$ cat config.mk
export PLATFORM = sky130hd
export DESIGN_NAME = ex_mdu
export DESIGN_NICKNAME = d
export VERILOG_FILES = /design/src/rtl/ex_mdu.sv
export SDC_FILE = /design/constraint.sdc
export NUM_CORES = 2
export LEC_CHECK = 0
export ABC_AREA = 1
export BUFFER_PORTS_ARGS = -buffer_cell sky130_fd_sc_hd__buf_2
export CAP_MARGIN = 30
export CORE_UTILIZATION = 40
export CTS_BUF_LIST = sky130_fd_sc_hd__clkbuf_16
export DETAILED_ROUTE_END_ITERATION = 8
export PLACE_DENSITY = 0.66
export RECOVER_POWER = 25
export SLEW_MARGIN = 0
export SYNTH_ARGS = -nofsm -noshare
export SYNTH_HDL_FRONTEND = slang
export SYNTH_SLANG_ARGS = --single-unit
$ cat constraint.sdc
create_clock -name clk -period 8.3 [get_ports clk]
set_clock_uncertainty 0.05 [all_clocks]
set_input_delay 0.415 -clock clk [delete_from_list [all_inputs] [get_ports clk]]
set_output_delay 0.415 -clock clk [all_outputs]
set_load 0.005 [all_outputs]
$ cat src/rtl/ex_mdu.sv
// ex_mdu: registered execute stage with logic/shift/add/compare ALU, single-cycle HI/LO multiply and iterative radix-2 divide.
//   clk, rst                       clock, synchronous active-high reset
//   flush                          kill the in-flight op, divider back to IDLE, HI/LO untouched
//   valid_in, aluop_in             op presented this cycle and its code
//   reg1_in, reg2_in               operands A and B (B low bits give the shift amount)
//   w_reg_addr_in, w_reg_en_in     destination register and write request
//   stall_req                      hold ID/EX inputs while a divide is started or running
//   valid_out, w_reg_*_out         registered result
//   hi_out, lo_out                 HI/LO architectural registers
module ex_mdu #(
   parameter int DATA_W = 32,
   parameter int ADDR_W = 5,
   parameter bit DIV_EN = 1'b1
) (
   input  logic              clk,
   input  logic              rst,
   input  logic              flush,
   input  logic              valid_in,
   input  logic [3:0]        aluop_in,
   input  logic [DATA_W-1:0] reg1_in,
   input  logic [DATA_W-1:0] reg2_in,
   input  logic [ADDR_W-1:0] w_reg_addr_in,
   input  logic              w_reg_en_in,
   output logic              stall_req,
   output logic              valid_out,
   output logic [ADDR_W-1:0] w_reg_addr_out,
   output logic [DATA_W-1:0] w_reg_data_out,
   output logic              w_reg_en_out,
   output logic [DATA_W-1:0] hi_out,
   output logic [DATA_W-1:0] lo_out
);
   localparam int SW = $clog2(DATA_W);
   typedef enum logic [1:0] {IDLE, BUSY, DONE} state_t;
   state_t state_q, state_d;
   logic [SW-1:0] cnt_q;
   logic [DATA_W-1:0] rem_q, quot_q, dsr_q, hi_q, lo_q, data_q, alu_res, a_mag, b_mag, rem_nx, quot_nx;
   logic [ADDR_W-1:0] addr_q;
   logic valid_q, en_q, negq_q, negr_q, sgn, is_div, is_mul, acc, div_go, alu_wr, ge, b_zero;
   logic [DATA_W:0] r_sh, diff;
   logic [2*DATA_W-1:0] ma, mb, prod;
   assign sgn    = ~aluop_in[0];
   assign is_div = aluop_in[3:1] == 3'b111;
   assign is_mul = aluop_in[3:1] == 3'b110;
   assign b_zero = reg2_in == '0;
   // Only IDLE accepts: in DONE the finishing divide is still held on the inputs.
   assign acc    = valid_in & (state_q == IDLE) & ~flush;
   assign div_go = acc & is_div & DIV_EN;
   assign alu_wr = (aluop_in != 4'd0) && (aluop_in < 4'd12);
   assign a_mag  = (sgn & reg1_in[DATA_W-1]) ? -reg1_in : reg1_in;
   assign b_mag  = (sgn & reg2_in[DATA_W-1]) ? -reg2_in : reg2_in;
   assign ma     = {{DATA_W{sgn & reg1_in[DATA_W-1]}}, reg1_in};
   assign mb     = {{DATA_W{sgn & reg2_in[DATA_W-1]}}, reg2_in};
   assign prod   = ma * mb;
   // One restoring step: shift the next dividend bit into the partial remainder.
   assign r_sh    = {rem_q, quot_q[DATA_W-1]};
   assign diff    = r_sh - {1'b0, dsr_q};
   assign ge      = ~diff[DATA_W];
   assign rem_nx  = ge ? diff[DATA_W-1:0] : r_sh[DATA_W-1:0];
   assign quot_nx = {quot_q[DATA_W-2:0], ge};
   always_comb begin
      alu_res = '0;
      case (aluop_in)
         4'd1:    alu_res = reg1_in | reg2_in;
         4'd2:    alu_res = reg1_in & reg2_in;
         4'd3:    alu_res = reg1_in ^ reg2_in;
         4'd4:    alu_res = ~(reg1_in | reg2_in);
         4'd5:    alu_res = reg1_in + reg2_in;
         4'd6:    alu_res = reg1_in - reg2_in;
         4'd7:    alu_res = {{(DATA_W-1){1'b0}}, $signed(reg1_in) < $signed(reg2_in)};
         4'd8:    alu_res = {{(DATA_W-1){1'b0}}, reg1_in < reg2_in};
         4'd9:    alu_res = reg1_in << reg2_in[SW-1:0];
         4'd10:   alu_res = reg1_in >> reg2_in[SW-1:0];
         4'd11:   alu_res = $signed(reg1_in) >>> reg2_in[SW-1:0];
         default: alu_res = '0;
      endcase
   end
   always_ff @(posedge clk) state_q <= rst ? IDLE : state_d;
   always_comb begin
      state_d = flush ? IDLE :
                state_q == IDLE ? (div_go ? (b_zero ? DONE : BUSY) : IDLE) :
                state_q == BUSY ? (cnt_q == '0 ? DONE : BUSY) : IDLE;
   end
   always_comb begin
      stall_req = div_go | (state_q == BUSY);
   end
   always_ff @(posedge clk) begin
      if (rst) begin
         cnt_q  <= '0;
         rem_q  <= '0;
         quot_q <= '0;
         dsr_q  <= '0;
         negq_q <= 1'b0;
         negr_q <= 1'b0;
      end else if (div_go) begin
         cnt_q  <= SW'(DATA_W-1);
         dsr_q  <= b_mag;
         negq_q <= sgn & (reg1_in[DATA_W-1] ^ reg2_in[DATA_W-1]) & ~b_zero;
         negr_q <= sgn & reg1_in[DATA_W-1] & ~b_zero;
         rem_q  <= b_zero ? reg1_in : '0;
         quot_q <= b_zero ? '1 : a_mag;
      end else if (state_q == BUSY) begin
         cnt_q  <= cnt_q - 1'b1;
         rem_q  <= rem_nx;
         quot_q <= quot_nx;
      end
   end
   always_ff @(posedge clk) begin
      if (rst) begin
         valid_q <= 1'b0;
         en_q    <= 1'b0;
         data_q  <= '0;
         addr_q  <= '0;
         hi_q    <= '0;
         lo_q    <= '0;
      end else if (flush) begin
         valid_q <= 1'b0;
         en_q    <= 1'b0;
         data_q  <= '0;
         addr_q  <= '0;
      end else if (state_q == DONE) begin
         valid_q <= 1'b1;
         en_q    <= 1'b0;
         data_q  <= '0;
         addr_q  <= w_reg_addr_in;
         hi_q    <= negr_q ? -rem_q : rem_q;
         lo_q    <= negq_q ? -quot_q : quot_q;
      end else if (acc & ~div_go) begin
         valid_q <= 1'b1;
         en_q    <= w_reg_en_in & alu_wr;
         data_q  <= alu_res;
         addr_q  <= w_reg_addr_in;
         if (is_mul) begin
            hi_q <= prod[2*DATA_W-1:DATA_W];
            lo_q <= prod[DATA_W-1:0];
         end
      end else begin
         valid_q <= 1'b0;
         en_q    <= 1'b0;
         data_q  <= '0;
         addr_q  <= '0;
      end
   end
   assign valid_out      = valid_q;
   assign w_reg_en_out   = en_q;
   assign w_reg_data_out = data_q;
   assign w_reg_addr_out = addr_q;
   assign hi_out         = hi_q;
   assign lo_out         = lo_q;
endmodule
==> impl_summary.txt <==
----------------------------------------------------
[Floorplanning]
  Die width ... 397 um
  Effective utilization at floorplan ... 40.3%
  Row cnt ... 144
  Core ar. ... 154,000 um2
  Die footprint ... 157,000 um2
  IO Pins ... 182
  Floorplan die height ... 397 um

[Setup path]
  Startpoint of the most critical register-to-register path ... quot_q[31]$_SDFFE_PP0P_
  Critical path launch point ... reg1_in[13]
  Flop2flop setup slack ... 4.53 ns
  Reg2Reg Depth ... 17
  Setup Crit Path Kind ... primary input to flop
  Worst endpoint data arrival time ... 8.33 ns
  Sort of element at the end of the critical path ... flop
  FF-to-FF End ... rem_q[28]$_SDFFE_PP0P_
  CP startpoint kind ... primary input
  Peak fanout along the critical path ... 23
  Required time at the endpoint of the critical path ... 8.86 ns

[STA]
  Worst slew margin relative to its limit ... 18.1%
  Max Clock Freq ... 0.129 GHz
  Final-layout setup total negative slack ... 0 ns
  RSZ-0062 raised after global routing ... false
  Final Cycle Share ... 93.6%
  Clock period minus worst slack ... 7.77 ns
  Final setup violation count ... 0
  Post-route worst setup slack ... 0.531 ns
  Final number of hold-violating endpoints ... 0
  Transition time at the pin with the least slew margin ... 1.22 ns
  Final max-slew violation count ... 0

[Route]
  Number of remaining DRC errors ... 18
  Routed vias ... 63,000
  Detail-routed net length per standard cell ... 26.8 um
  Violation count after the first detailed-route iteration ... 7,480
  Mean number of vias per cell ... 5.65
  Wire length after detailed routing ... 299,000 um
  Number of antenna-violating nets in the routed design ... 0
  Number of iterations in the first detailed-routing pass ... 9

[Layout]
  Nets ... 10,634
  Syn-to-layout area delta ... 9.15%
  Final design area excluding fillers ... 68,000 um2
  Fraction of layout instances using a drive strength above 1 ... 6.67%
  Filler Cells Inserted ... 16,085
  Count of non-filler cells in the finished layout ... 11,155

[GRT]
  Pin count of the biggest net entering global routing ... 92
  GRT Overall Usage ... 38.0%
  Antenna violations before repair ... 17
  Remaining Overflow, GRT ... 0
  First-pass GRT wire length ... 436,000 um
  Number of global-route vias before repair ... 62,659

[Logic synthesis]
  Most instantiated library cell after synthesis ... sky130_fd_sc_hd__nand2_1
  Cell count after synthesis ... 8,947
  Syn Area/Cell ... 6.96 um2
  Library cell with the largest summed area after synthesis ... sky130_fd_sc_hd__fa_1
  Main area contributors after synthesis ... sky130_fd_sc_hd__fa_1, sky130_fd_sc_hd__nand2_1, sky130_fd_sc_hd__inv_1
  Sequential-to-total area share from yosys stat ... 6.68%
  Number of warnings reported in the yosys synthesis log ... 0
  Fraction of registers with async set or reset after synthesis ... 0%
  Top-area cell type share of the netlist area ... 36.2%
  Number of register bits inferred by synthesis ... 208
  Commonest cells in the synthesized netlist ... sky130_fd_sc_hd__nand2_1, sky130_fd_sc_hd__inv_1, sky130_fd_sc_hd__fa_1, sky130_fd_sc_hd__nor2_1, sky130_fd_sc_hd__o21ai_0
  EDFF count, synth ... 0
  Count of distinct cell types in the synthesized netlist ... 63
  Most used DFF post-synth ... sky130_fd_sc_hd__dfxtp_1
  Netlist area before placement ... 62,300 um2
  Number of nets in the synthesized netlist ... 10,504

[Place]
  Cell Count Post-Placement ... 11,084
  Placed Area ... 67,000 um2
  Final weighted congestion in routability-driven placement ... 1.09
  Number of port buffers ... 181
  DP HPWL ... 250,000 um
  Worst slack after detailed placement ... 0.0932 ns

[Clock tree]
  Clock root buffer ... sky130_fd_sc_hd__clkbuf_16
  Max clock buf depth ... 3
  Total of cells resized after clock tree synthesis ... 0
  Number of clock sinks ... 208
  Clock-pin slew on the worst setup and hold paths ... 0.07 ns
  Maximum level of the CTS H-tree ... 1
  TritonCTS clock tree ... yes
  Clock buffers created by TritonCTS ... 28
  Clk_lat worst skew ... 0.68 ns

[Status]
  Result of the run ... complete, but fails checks
  Violated checks ... design-rule violations

[Min path]
  Hold-critical path depth ... 4
  Endpoint of the worst hold path ... w_reg_en_out$_SDFF_PP0_
  Hold crit path type ... primary input to flop
  Start point of the worst hold path ... rst

[Run]
  Max-cap violations ... 0

----------------------------------------------------
[layer usage]
layer / wire (um) / GRT usage (%)
met1: 114000 / 49.2
met4: 23300 / 23.4
met5: 100 / 0
met3: 36100 / 11.1
met2: 126000 / 55.8
[worst max-delay path: stages]
cell and delay [ns]:
sky130_fd_sc_hd__buf_2 0.71, sky130_fd_sc_hd__ha_1 0.47, sky130_fd_sc_hd__fa_1 0.51, sky130_fd_sc_hd__fa_1 0.50
sky130_fd_sc_hd__inv_1 0.07, sky130_fd_sc_hd__fa_1 0.53, sky130_fd_sc_hd__inv_1 0.05, sky130_fd_sc_hd__fa_1 0.49
sky130_fd_sc_hd__fa_1 0.57, sky130_fd_sc_hd__fa_1 0.45, sky130_fd_sc_hd__fa_1 0.52, sky130_fd_sc_hd__inv_1 0.06
sky130_fd_sc_hd__fa_1 0.58, sky130_fd_sc_hd__inv_1 0.15, sky130_fd_sc_hd__ha_1 0.37, sky130_fd_sc_hd__nand2_1 0.11
sky130_fd_sc_hd__nor2_1 0.31, sky130_fd_sc_hd__nand2_1 0.13, sky130_fd_sc_hd__nor4_1 0.36, sky130_fd_sc_hd__nand2_1 0.09
sky130_fd_sc_hd__nand3_1 0.22, sky130_fd_sc_hd__buf_4 0.17, sky130_fd_sc_hd__nand2_1 0.07, sky130_fd_sc_hd__nand3b_1 0.08
sky130_fd_sc_hd__nand3_1 0.12, sky130_fd_sc_hd__a21oi_1 0.16
[cell usage in the layout, fill, tap and decap left out, drive strengths merged, types with 13 or more instances in the layout]
cell type     n
buf         480
o21ai       546
inv        1980
o21a         28
nor4         17
a31oi        43
o21bai       22
nand3b       16
o221ai       13
xnor2        19
a21o         20
nor3         55
clkinv       15
ha          351
fa         1128
clkbuf       87
o22ai        27
nand4        77
nand3       426
o211ai       43
dfxtp       208
xor2         39
nor2        691
a21oi       458
nand2      2182
or2          21
[registers in the layout (all words and copies together) (netlist names), 2 cells and up]
register,cells
dsr_q,32
hi_out,32
quot_q,32
w_reg_addr_out,5
state_q,2
rem_q,32
cnt_q,5
lo_out,32
w_reg_data_out,32
[cell type report]
class	count	area, um2	share of cell area (%)
clock buffer	28	701	1.03
tap	2044	2560	3.76
inverter	1981	7440	10.9
multi-input combinational	6313	48900	71.9
antenna	12	30.0	0.0442
clock inverter	24	302	0.443
timing repair buffer	545	3930	5.78
sequential	208	4160	6.12
[timing repair]
item | 4_1_cts | 5_1_grt
endpoints found under the hold margin | 6 | 0
setup buffers | 0 | 0
hold buffers | 6 | 0
[kinds of logic after synthesis]
kind of cell	Yosys count	share of synthesized area [%]
xor+xnor	58	0.815
buf+inv	2426	14.9
compound gates	1269	11.3
flops	208	6.68
fa+ha+maj	1479	43.3
simple gates	3498	22.9
mux	9	0.145
[per-stage QoR]
stage / util (%) / hold WS (ns)
6_report: 44.0 / 0.171
5_1_grt: 44.0 / 0.138
4_1_cts: 44.1 / 0.128
3_5_place_dp: 43.4 / 0.409
3_3_place_gp: 43.3 / 0.400
2_1_floorplan: - / 0.390
[how the worst max path moves through the flow]
| stage | cells past startpoint | slack, ns | end |
|---|---|---|---|
| after global placement | 26 | 0.1 | hi_out[4]$_SDFFE_PP0P_ |
| after global routing | 26 | 0.30 | hi_out[4]$_SDFFE_PP0P_ |
| after detailed placement | 26 | 0.09 | hi_out[4]$_SDFFE_PP0P_ |
| after floorplan | 32 | 0.62 | hi_out[31]$_SDFFE_PP0P_ |
| final | 26 | 0.53 | hi_out[4]$_SDFFE_PP0P_ |
| after CTS | 26 | 0.75 | hi_out[4]$_SDFFE_PP0P_ |
Power is not shown: default switching activity piles up to over one toggle a cycle in this logic, so the estimate is an artifact.
